`src/rtl/mult_pkg.sv`:
```
// Shared constants for the shift-and-add multiplier: state codes, default width, count sizing.
// Latency: n/a (package only).
// Backpressure: n/a (package only).
package mult_pkg;

    localparam int MULT_WIDTH = 4;

    typedef enum logic [1:0] {
        ST_IDLE = 2'd0,
        ST_RUN  = 2'd1,
        ST_DONE = 2'd2
    } state_t;

    // Smallest r such that 2**r >= n; used to size the step counter.
    function automatic int clog2(input int n);
        int r;
        r = 0;
        while ((1 << r) < n) r++;
        return r;
    endfunction

endpackage

```
`src/rtl/full_adder.sv`:
```
// One-bit full adder cell.
// Latency: combinational.
// Backpressure: none.
module full_adder (
    input  logic a,
    input  logic b,
    input  logic cin,
    output logic sum,
    output logic cout
);

    assign sum  = a ^ b ^ cin;
    assign cout = (a & b) | (cin & (a ^ b));

endmodule

```
`src/rtl/rca_nbit.sv`:
```
// WIDTH-bit ripple-carry adder chained from full_adder cells.
// Latency: combinational.
// Backpressure: none.
module rca_nbit #(
    parameter int WIDTH = 4
) (
    input  logic [WIDTH-1:0] a,
    input  logic [WIDTH-1:0] b,
    input  logic             cin,
    output logic [WIDTH-1:0] sum,
    output logic             cout
);

    logic [WIDTH:0] carry;

    assign carry[0] = cin;
    assign cout     = carry[WIDTH];

    for (genvar i = 0; i < WIDTH; i++) begin : g_bit
        full_adder u_fa (
            .a    (a[i]),
            .b    (b[i]),
            .cin  (carry[i]),
            .sum  (sum[i]),
            .cout (carry[i+1])
        );
    end

endmodule

```
`src/rtl/shift_add_mult_ctrl.sv`:
```
// Unsigned WIDTHxWIDTH shift-and-add multiplier sharing one ripple-carry adder (optional ZERO_BYPASS_EN).
// Latency: done pulses WIDTH+1 cycles after start is sampled (1 cycle for zero operands with ZERO_BYPASS_EN).
// Backpressure: start is only accepted in IDLE or DONE; start during RUN is ignored.
module shift_add_mult_ctrl
    import mult_pkg::*;
#(
    parameter int WIDTH = MULT_WIDTH
) (
    input  logic               clk,
    input  logic               rst,
    input  logic               start,
    input  logic [WIDTH-1:0]   multiplicand,
    input  logic [WIDTH-1:0]   multiplier,
    output logic               busy,
    output logic               done,
    output logic [2*WIDTH-1:0] product
);

    localparam int CW = clog2(WIDTH + 1);

    state_t             state, state_nxt;
    logic [WIDTH-1:0]   m, q, acc;
    logic               carry;
    logic [CW-1:0]      count;
    logic               load, step, bypass;

    logic [WIDTH-1:0]   add_b, add_sum;
    logic               add_cout;
    logic [2*WIDTH:0]   shifted;

`ifdef ZERO_BYPASS_EN
    assign bypass = (multiplicand == '0) || (multiplier == '0);
`else
    assign bypass = 1'b0;
`endif

    // C always shifts out as 0, so feeding it back is the same as a zero carry-in.
    assign add_b = q[0] ? m : '0;

    rca_nbit #(.WIDTH(WIDTH)) u_rca (
        .a    (acc),
        .b    (add_b),
        .cin  (carry),
        .sum  (add_sum),
        .cout (add_cout)
    );

    assign shifted = {add_cout, add_sum, q} >> 1;

    assign busy = (state == ST_RUN);
    assign done = (state == ST_DONE);

    // Next-state decode: accept start in IDLE/DONE, step WIDTH times in RUN.
    always_comb begin
        state_nxt = state;
        load      = 1'b0;
        step      = 1'b0;
        case (state)
            ST_IDLE, ST_DONE: begin
                state_nxt = ST_IDLE;
                if (start) begin
                    load      = 1'b1;
                    state_nxt = bypass ? ST_DONE : ST_RUN;
                end
            end
            ST_RUN: begin
                step = 1'b1;
                if (count == CW'(WIDTH - 1)) state_nxt = ST_DONE;
            end
            default: state_nxt = ST_IDLE;
        endcase
    end

    // State, operand/accumulator registers and the registered product.
    always_ff @(posedge clk) begin
        if (rst) begin
            state   <= ST_IDLE;
            m       <= '0;
            q       <= '0;
            acc     <= '0;
            carry   <= 1'b0;
            count   <= '0;
            product <= '0;
        end else begin
            state <= state_nxt;
            if (load) begin
                m     <= multiplicand;
                q     <= multiplier;
                acc   <= '0;
                carry <= 1'b0;
                count <= '0;
                if (bypass) product <= '0;
            end else if (step) begin
                {carry, acc, q} <= shifted;
                count           <= count + CW'(1);
                if (state_nxt == ST_DONE) product <= shifted[2*WIDTH-1:0];
            end
        end
    end

endmodule

```
`config.mk`:
```
export PLATFORM = sky130hd
export DESIGN_NAME = shift_add_mult_ctrl
export DESIGN_NICKNAME = d
export VERILOG_FILES = /design/src/rtl/mult_pkg.sv /design/src/rtl/full_adder.sv /design/src/rtl/rca_nbit.sv /design/src/rtl/shift_add_mult_ctrl.sv
export SDC_FILE = /design/constraint.sdc
export NUM_CORES = 1
export LEC_CHECK = 0
export ABC_AREA = 1
export CORE_AREA = 5 5 55 57
export DETAILED_ROUTE_END_ITERATION = 10
export DIE_AREA = 0 0 60 62
export PLACE_DENSITY = 0.75
export SLEW_MARGIN = 10
export SYNTH_ARGS = -nofsm -noshare
export SYNTH_HDL_FRONTEND = slang
export SYNTH_SLANG_ARGS = --single-unit
```
`constraint.sdc`:
```
create_clock -name clk -period 4 [get_ports clk]
set_clock_uncertainty 0.1 [all_clocks]
set_input_delay 1 -clock clk [delete_from_list [all_inputs] [get_ports clk]]
set_output_delay 1 -clock clk [all_outputs]
set_load 0.005 [all_outputs]
```
### After elaboration in Yosys (flattened, before gate mapping)

Index checks and enable logic that the tools add are counted.

| word-level totals | value |
|---|---|
| flip-flop bits (word level) | 25 |
| latch bits | 0 |
| RAM bits | 0 |
| bits in read-only memories | 0 |
| bits of input ports | 11 |
| logic and storage cells | 43 |
| memories | 0 |

| operators by class | value |
|---|---|
| add/sub/neg operators | 1 |
| multiply operators | 0 |
| div/mod/pow operators | 0 |
| magnitude comparators | 0 |
| eq/ne operators | 4 |
| shifts and indexed selects | 0 |
| muxes and demuxes | 9 |
| bitwise logic cells | 18 |
| reduce and logical (&&, ||, !) cells | 5 |

Operator list:

| operator | number |
|---|---|
| $mux W4 | 3 |
| $and A1 B1 Y1 | 7 |
| $xor A1 B1 Y1 | 7 |
| $eq A2 B2 Y1 const B | 2 |
| $mux W1 | 4 |
| $pmux W2 S2 | 1 |
| $reduce_or A2 Y1 | 2 |
| $add A3 B1 Y3 const B | 1 |
| $eq A3 B2 Y1 const B | 1 |
| $or A1 B1 Y1 | 3 |
| $reduce_and A3 Y1 | 1 |
| $eq A2 B1 Y1 const B | 1 |
| $logic_not A2 Y1 | 1 |
| $mux W2 | 1 |
| $reduce_bool A2 Y1 | 1 |
| $not A1 Y1 | 1 |

### Longest topological paths before layout

| logic depth | value |
|---|---|
| word-level depth | 8 |
| mapped depth | 12 |
| mapped depth without buffers | 12 |

### Hierarchy

A second synthesis with hierarchy kept.

| unflattened totals | value |
|---|---|
| cells, all modules | 150 |
| area, all modules | 1131.1 um^2 |

Modules (own cells, without submodules):

| module | instances | cells each | area an instance (um^2) |
|---|---|---|---|
| shift_add_mult_ctrl | 1 | 146 | 1051.0 |
| full_adder | 4 | 1 | 20.0 |

### Least setup slack after synthesis

OpenSTA, ideal clock, no wires.

| path | value |
|---|---|
| kind | reg-to-reg |
| from | reg q[0] |
| to | reg acc[2] |
| setup time | 0.070 ns |
| arrival | 2.035 ns |
| data required time | 3.830 ns |
| path slack | 1.795 ns |
| cell stages (with the launch flop) | 12 |
| buffers on the path | 0 |
| period minus slack after synthesis | 2.205 ns |
| path through | dfxtp_1 nand2_1 inv_1 ha_1 inv_1 fa_1 inv_1 fa_1 inv_1 fa_1 or2_2 a21oi_1 |

| between the ends | value |
|---|---|
| word-level cells in the longest chain between the ends | 7 |
| elaborated cells between the ends (all ways) | 12 |
| classes of those cells | mux (1); bitwise (11) |

Ends and longest elaborated chain:

| item | line | text |
|---|---|---|
| from (decl) | shift_add_mult_ctrl.sv:22 | `logic [WIDTH-1:0] m, q, acc;` |
| from (signal assigned) | shift_add_mult_ctrl.sv:88 | `q <= multiplier;` |
| from (signal assigned) | shift_add_mult_ctrl.sv:94 | `{carry, acc, q} <= shifted;` |
| $mux W4 * | shift_add_mult_ctrl.sv:38 | `assign add_b = q[0] ? m : '0;` |
| $and A1 B1 Y1 or $xor A1 B1 Y1 (tied branches) | full_adder.sv:13 | `assign cout = (a & b) \| (cin & (a ^ b));` |
| $and A1 B1 Y1 | full_adder.sv:13 |  |
| $or A1 B1 Y1 | full_adder.sv:13 |  |
| $and A1 B1 Y1 | full_adder.sv:13 |  |
| $or A1 B1 Y1 | full_adder.sv:13 |  |
| $xor A1 B1 Y1 * | full_adder.sv:12 | `assign sum = a ^ b ^ cin;` |
| to (signal assigned) | shift_add_mult_ctrl.sv:94 |  |
| to (decl) | shift_add_mult_ctrl.sv:22 |  |

Every way passes the cells marked *; elsewhere a longest branch is shown, timed or not.
A chain may end at the register's enable or synchronous reset.

### Final worst setup path

| path | value |
|---|---|
| from | reg state[0] |
| to | out busy |

| between the ends | value |
|---|---|
| word-level cells in the longest chain between the ends | 1 |

Ends and longest elaborated chain:

| item | line | text |
|---|---|---|
| from (decl) | shift_add_mult_ctrl.sv:21 | `state_t state, state_nxt;` |
| from (signal assigned) | shift_add_mult_ctrl.sv:85 | `state <= state_nxt;` |
| $eq A2 B1 Y1 | shift_add_mult_ctrl.sv:50 | `assign busy = (state == ST_RUN);` |
| to (decl) | shift_add_mult_ctrl.sv:14 | `output logic busy,` |

No other way between the ends.

==> flow_summary.ini <==
[run_status]
outcome = finished, final reports clean

[clocking]
clock-sinks = 25
post_cts_resized = 0
cts_buffer_depth = 2
cts_setup_buffers = 0
htreeDepth = 1
cts-root-buf = clkbuf_4
clkTransAtPathRegs_ns = 0.14
cts_tree = built
cts_buffers = 3
cts_hold_buf = 0
clock_latency_ns = 0.31

[setup_path]
cpPeakStageDelay_ns = 0.54
crit_chain = inv_2, nor2_4, clkdlybuf4s50_1
crit_slowest_cell = clkdlybuf4s50_1
arrival_ns = 1.55
cp.required_ns = 2.90
worst_r2r_path_depth = 11
critPathMaxFanout = 6
crit_type = register to primary output
crit_path_end_kind = primary output
startpoint_type = register

[drt]
initialDrtViolationCount = 35
avgViaCountPerCell = 4.65
drc = 0
firstDrtPassIters = 4
detail-route-antenna-nets = 0
drt-total-wl_um = 2350
avgRoutedWirePerCell_um = 10.8
dr_total_vias = 1008

[timing]
finalCritPeriodShare_pct = 66.3
hold_violations = 0
grt_setup_unrepaired = no
relSlewSlack_pct = 68.5
hold_ws_ns = 0.382
slew_violations = 0
tightest_slew_ns = 0.472
max_freq_mhz = 377
setup_viol_count_final = 0
setup-tns-final_ns = 0
period_needed_ns = 2.65

[placement]
port_buffers = 20
place_hpwl_um = 1820
finalWeightedCongestion = 0.742

[job]
maxCapViolCount = 0

[power_and_ir_drop]
power.density_mw_per_mm2 = 303
irDropWorstVdd_v = 0.000213
cellLeakagePower_nw = 0.693

[synthesis]
ys_seq_area_share_pct = 41.8
synth_fp_nets = 184
yosysUniqueCellTypes = 20
ys_seq_elements = 25
synthesis.instances = 167
yosysWarnings = 0
syn_area_mm2 = 0.00120
avgSynthCellArea_um2 = 7.17

[global_routing]
grt.overflow.total = 0
grt.total_usage_pct = 14.8
grt_pass1_vias = 1000
grt_max_degree = 20
antenna_found_initial = 0
grt_pass1_wl_um = 4240

[floorplan]
die-area_mm2 = 0.00372
io_pins = 21
rows = 18
die_x_um = 60
start_util_pct = 49.2
fp.dieH_um = 62
core_area_mm2 = 0.00243

[finish]
fin_util_pct = 58.5
syn2layout_area_growth_pct = 18.9
layout_commonest_cell = nand2_1
drive_gt1_share_pct = 5.35
final_cell_mix = nand2_1 (41), nor2_1 (32), inv_1 (30)
fin_nets = 205
n_antenna_cell = 0
fillCellCount = 225

[min_path]
holdPathStages = 2
hold_class = register to register
[stage by stage]
step / setup slack (ns) / power, mW / cell area (µm²) / std cells
2_1_floorplan: 1.79 / 0.307 / 1200 / 167
3_3_place_gp: 1.61 / 0.324 / 1400 / 213
3_5_place_dp: 1.55 / 0.326 / 1400 / 213
4_1_cts: 1.34 / 0.435 / 1420 / 217
5_1_grt: 1.26 / 0.454 / 1420 / 217
6_report: 1.35 / 0.431 / 1420 / 217
[report_power, final]
part	switching, mW	internal (mW)
sequential	0.00714	0.259
combinational	0.0298	0.0244
clock	0.0720	0.0388
total	0.109	0.322
[worst max-delay path: cells and delay by family, from the launching register on]
family        cells  cell delay (ns)
buf+inv           2             0.64
flops             1             0.43
simple gates      1             0.18
[final timing paths]
kind	slack, ns	to	start
worst max-delay path	1.35	busy	state[0]
worst min-delay path	0.38	count[1]	count[1]
worst max register to register	1.54	acc[2]	q[0]
worst min register to register	0.38	count[1]	count[1]
[flip-flops by register name (all words and copies together) (netlist names)]
register and flops:
acc 4, count 3, m 4, product 8, q 4, state 2
[layer usage]
metal	part of all wire [%]	wire length [µm]	global-route usage (%)
met5	0	0	0
met1	44	1040	18.2
met3	5.4	128	2.27
met4	0	0	3.80
met2	50	1180	27.0
[synthesized netlist by cell type, drive strengths merged]
master / instances / area, µm²
dfxtp: 25 / 500
o21ai: 4 / 20.0
nand3: 6 / 30.0
ha: 3 / 37.5
a21oi: 7 / 35.0
xor2: 1 / 8.76
clkbuf: 1 / 13.8
fa: 3 / 60.1
nor2: 33 / 131
buf: 3 / 23.8
inv: 31 / 116
nand3b: 4 / 30.0
nand2: 43 / 171
or2: 3 / 18.8
[cells by family (layout without fill, tap and decap cells)]
logic type / Yosys count / after routing / synth area share (%)
and+or+nand+nor: 89 / 89 / 31.9
buffers and inverters: 35 / 55 / 12.9
DFF: 25 / 25 / 41.8
AOI/OAI and AO/OA: 11 / 11 / 4.60
adders and majority gates: 6 / 6 / 8.15
xor gates and xnor gates: 1 / 1 / 0.732
[area by class of cell]
class | instances | area (µm²) | share of cell area, %
Inverter | 31 | 116 | 8.17
Tap cell | 30 | 37.5 | 2.64
Timing Repair Buffer | 20 | 200 | 14.1
Multi-Input combinational cell | 107 | 543 | 38.1
Clock buffer | 4 | 26.3 | 1.85
Sequential cell | 25 | 500 | 35.1
(Power assumes the default switching activity.)
==> edit 1: new RTL, config.mk and constraints unchanged <==
Change the package constant `MULT_WIDTH` from 4 to 6.
--- a/src/rtl/mult_pkg.sv
+++ b/src/rtl/mult_pkg.sv
@@ -5,3 +5,3 @@
 
-    localparam int MULT_WIDTH = 4;
+    localparam int MULT_WIDTH = 6;
 
Ports: changed (resized multiplicand, multiplier and product); port bits go from 21 to 29. No check against the original RTL was run, so the function may have changed too.
==> edit 1 against the original RTL <==
Sequential cell count grew 10; wire length is 33% higher; synthesized area increased by 39%; fmax fell by 8.8%; cell area increased by 42%; non-clock buffer count increased by 9; total power increased by 70%; setup slack got worse by 260 ps; synthesized cell count up 41%.
==> edit 1: results (changes against the original RTL) <==
Parameter                              Value

CTS
  Maximum level of the CTS H-tree ... 2 (+1)
  Worst-Skew Late Latency ... 330 ps (+20 ps)
  Clock Pin Slew Worst Setup and Hold Paths ... 100 ps (-40 ps)
  Total CTS buffers ... 5 (+2)

Cells and area
  Final instance area ... 2020 sq um (+42%)
  Fin cells ... 294 (+35%)
  Fraction of final layout cells sized beyond drive strength 1 ... 5.68% (+0.33 points)
  Filler cell count ... 160 (-29%)
  Fin nets ... 286 (+40%)
  Number of flip-flops in the largest register ... 12 (+4)
  Largest Register ... product

Power and ir drop
  Reg power frac ... 51.3% (-10 points)
  Switching fraction of total power ... 24.7% (-0.57 points)
  Worst vdd ir ... 0.343 mV (+61%)
  Clk pwr share ... 36.2% (+11 points)
  Total power consumption of the routed design ... 731 uW (+70%)
  Static power due to leakage ... 0.947 nW (+37%)

Yosys
  Post-synthesis sequential area ratio ... 42.2% (+0.37 points)
  XOR/XNOR Fraction of Synth Area ... 0.527% (-0.20 points)
  Complex-gate fraction of the synthesized area ... 4.22% (-0.38 points)
  Synth Area in Adders ... 8.28% (+0.13 points)
  Commonest cells in the synthesized netlist ... sky130_fd_sc_hd__nand2_1, sky130_fd_sc_hd__nor2_1, sky130_fd_sc_hd__inv_1, sky130_fd_sc_hd__dfxtp_1, sky130_fd_sc_hd__nand3_1
  Post-synth cell types ... 21 (+5.0%)
  Synth Net Count ... 258 (+40%)
  Synth top area cells ... sky130_fd_sc_hd__dfxtp_1, sky130_fd_sc_hd__nand2_1, sky130_fd_sc_hd__nor2_1, sky130_fd_sc_hd__inv_1, sky130_fd_sc_hd__fa_1
  Average footprint of a synthesized cell ... 7.07 sq um (-1.4%)

Detailed routing
  Sum of met2 wire segment lengths after detailed routing ... 1560 um (+33%)
  DRT iter0 DRCs ... 70 (+100%)
  Via density per instance ... 4.79 (+3.0%)
  Routed wirelength normalized by instance count ... 10.7 um (-1.7%)
  Met1 layer wirelength in the final routing ... 1420 um (+36%)
  Met3 wire len ... 126 um (-1.6%)
  Top layer reached by signal wires ... met4

Run status
  Run status ... complete, no violations

Worst setup path
  Family with the most delay on the worst path ... adder cells
  Arrival time of the worst setup path ... 3080 ps (+1530 ps)
  Worst-path fanout max ... 7 (+1)
  Slowest-stage cell, CP ... sky130_fd_sc_hd__fa_1

Global routing
  Total routing resource utilization after global routing ... 20.0% (+5.2 points)
  Maximum number of pins on one net before global-route repair ... 27 (+35%)
  Met1 track utilization from global routing ... 23.4% (+5.2 points)
  Global routing usage on met2 ... 35.3% (+8.3 points)
  Global-route wire length before repair ... 5490 um (+30%)
  Met3 track utilization from global routing ... 7.44% (+5.2 points)

Place
  Sum of net half-perimeters after detailed placement ... 2220 um (+22%)
  Post-DP Area ... 1930 sq um (+38%)
  Number of buffers added on ports ... 28 (+40%)
  Post-place setup slack ... 1140 ps (-416 ps)
  Final weighted congestion in routability-driven placement ... 0.771 (+3.9%)

STA
  Transition time of the tightest slew-check pin ... 475 ps (+2.65 ps)
## edit 1: changes by cell type after synthesis, moves of 3 or more
cell,change
sky130_fd_sc_hd__dfxtp_1,+10
sky130_fd_sc_hd__inv_1,+6
sky130_fd_sc_hd__nand2_1,+16
sky130_fd_sc_hd__nand3_1,+9
sky130_fd_sc_hd__nand3b_1,-3
sky130_fd_sc_hd__nor2_1,+20
sky130_fd_sc_hd__o21ai_0,+4
sky130_fd_sc_hd__or2_2,-3
## edit 1: worst paths after layout
check	from	to	slack [ps]	depth (start not counted)
setup reg to reg	q[0]	acc[4]	1090	14
hold / removal	acc[1]	acc[1]	370	2
hold reg to reg	acc[1]	acc[1]	370	2
setup / recovery	q[0]	acc[4]	1090	14
## edit 1: final cells by class
type / count / share of cell area, %
multi-input cells: 154 / 37.7
flip-flops and latches: 35 / 34.8
well taps: 30 / 1.86
repair buffers: 29 / 14.3
inverters: 38 / 7.08
clock buffers: 6 / 2.55
clock inverters: 2 / 1.74
==> edit 2: new RTL, same settings <==
Without the edit above. Re-encode `state_t` (3 states) as one-hot, 3 bits wide.
--- a/src/rtl/mult_pkg.sv
+++ b/src/rtl/mult_pkg.sv
@@ -7,6 +7,6 @@
 
-    typedef enum logic [1:0] {
-        ST_IDLE = 2'd0,
-        ST_RUN  = 2'd1,
-        ST_DONE = 2'd2
+    typedef enum logic [2:0] {
+        ST_IDLE = 3'b001,
+        ST_RUN  = 3'b010,
+        ST_DONE = 3'b100
     } state_t;
Check against the original RTL: no difference found for any inputs over 10 cycles, from zero or initial values and one cycle with rst high; not proved beyond that.
==> edit 2 against the original RTL <==
Sequential share of layout area grew 0.56 points; clock power is 16% higher; via count fell by 4.2%; die area unchanged; setup slack worse by 140 ps; sequential cell count increased by 1; register-to-register slack improved by 50 ps; synthesized area grew 2.9%; non-clock buffer count unchanged; cell area rose by 2.4%; total power up 5.1%; wire length shrank 5.0%.
==> edit 2: results (changes against the original RTL) <==
Parameter                              Value

Place
  Placed cells ... 191 (-10%)
  Final weighted congestion in routability-driven placement ... 0.705 (-5.0%)
  Post-place setup slack ... 1420 ps (-135 ps)
  Post-DP Area ... 1420 sq um (+1.7%)
  Number of buffers added on ports ... 20 (unchanged)
  Sum of net half-perimeters after detailed placement ... 1770 um (-2.7%)

Power and ir drop
  Clk pwr share ... 28.5% (+2.8 points)
  Total power consumption of the routed design ... 453 uW (+5.1%)
  Worst vdd ir ... 0.161 mV (-25%)
  Internal power of the cells ... 344 uW (+7.0%)
  Combinational power ... 50.6 uW (-6.6%)
  Static power due to leakage ... 0.556 nW (-20%)

Worst setup path
  Arrival time of the worst setup path ... 1690 ps (+140 ps)
  Worst-path fanout max ... 18 (+12)
  Delay of the slowest critical-path stage ... 510 ps (-30 ps)

Yosys
  Synth top area cells ... sky130_fd_sc_hd__dfxtp_1, sky130_fd_sc_hd__nand2_1, sky130_fd_sc_hd__a21oi_1, sky130_fd_sc_hd__fa_1, sky130_fd_sc_hd__inv_1
  Commonest cells in the synthesized netlist ... sky130_fd_sc_hd__nand2_1, sky130_fd_sc_hd__dfxtp_1, sky130_fd_sc_hd__inv_1, sky130_fd_sc_hd__a21oi_1, sky130_fd_sc_hd__nor2_1
  Async set-reset flop share out of synthesis ... 0% (unchanged)
  Synth Net Count ... 163 (-11%)
  Post-synthesis sequential area ratio ... 42.2% (+0.44 points)
  Post-synth cell types ... 24 (+20%)
  Average footprint of a synthesized cell ... 8.44 sq um (+18%)
  Top_reg_cell synth ... sky130_fd_sc_hd__dfxtp_1

Global routing
  Maximum number of pins on one net before global-route repair ... 19 (-5.0%)
  Via count of the first global-routing pass ... 978 (-2.2%)
  Total routing resource utilization after global routing ... 14.2% (-0.64 points)
  Global-route wire length before repair ... 4100 um (-3.3%)

CTS
  Worst-Skew Late Latency ... 310 ps (about the same)
  Clock Pin Slew Worst Setup and Hold Paths ... 140 ps (about the same)
  Resize count post-CTS ... 0 (unchanged)
  Post-CTS Setup Bufs ... 0 (unchanged)
  Total CTS buffers ... 3 (unchanged)
  Maximum level of the CTS H-tree ... 1 (unchanged)
  Root buffer cell ... sky130_fd_sc_hd__clkbuf_4

Cells and area
  Multi-input combinational cell area ... 603 sq um (+11%)
  Fraction of final layout cells sized beyond drive strength 1 ... 17.6% (+12 points)
  Fin cells ... 195 (-10%)
  Filler cell count ... 216 (-4.0%)
  Diodes inserted ... 0 (unchanged)
  Number of flip-flops in the largest register ... 8 (unchanged)
  Fin nets ... 183 (-11%)

Run status
  Run status ... complete, no violations

Detailed routing
  DRT iter0 DRCs ... 19 (-46%)
  Count of vias placed by the detailed router ... 966 (-4.2%)
  Wire length reported by the detailed router ... 2230 um (-5.0%)
  Detailed-router iteration count before antenna repair ... 4 (unchanged)

STA
  Headroom to the max-slew limit ... 69.1% (+0.56 points)

Hold path
  Hold Path Class ... flip-flop to flip-flop
edit 2: cell types whose count changed in the layout (fill, tap and decap cells not counted), moves of 2 or more:
cell / before / now
sky130_fd_sc_hd__inv_1: 30 / 14
sky130_fd_sc_hd__nand2_4: 1 / 3
sky130_fd_sc_hd__nand3_2: 0 / 4
sky130_fd_sc_hd__nor2_1: 32 / 12
sky130_fd_sc_hd__nand2_2: 1 / 3
sky130_fd_sc_hd__nor2_2: 0 / 2
sky130_fd_sc_hd__a21oi_1: 7 / 13
sky130_fd_sc_hd__nand2_1: 41 / 28
sky130_fd_sc_hd__o21ai_0: 4 / 6
sky130_fd_sc_hd__a21oi_2: 0 / 5
edit 2: area by class of cell:
class,count,area share [%]
clock buffer,4,2.49
inverter,16,4.12
multi-input combinational,99,41.4
sequential,26,35.7
tap,30,2.58
timing repair buffer,20,13.7
edit 2: cell families after synthesis:
family / synth area share [%]
flip-flops: 42.2
AND/OR/NAND/NOR: 27.9
adder cells (fa/ha/maj): 7.92
XOR/XNOR: 0.711
AO/OA/AOI/OAI: 12.4
buffers and inverters: 8.83
edit 2: per-layer routing:
metal | GRT usage [%] | wire (um) | share of wire, %
met2 | 26.5 | 1150 | 51
met5 | 0 | 0 | 0
met4 | 1.90 | 15 | 0.67
met1 | 17.3 | 979 | 44
met3 | 2.48 | 94 | 4.2
edit 2: final timing paths:
| check | slack (ps) | cells after the start | from | endpoint |
|---|---|---|---|---|
| max | 1210 | 5 | state[1] | busy |
| min | 380 | 2 | count[2] | count[2] |
| max reg2reg | 1590 | 11 | q[0] | acc[2] |
| min reg2reg | 380 | 2 | count[2] | count[2] |
edit 2: critical path: cells and delay by family (launching register included):
kind / cells / cell delay, ps
DFF: 1 / 360
buffers and inverters: 3 / 730
and+or+nand+nor: 2 / 290
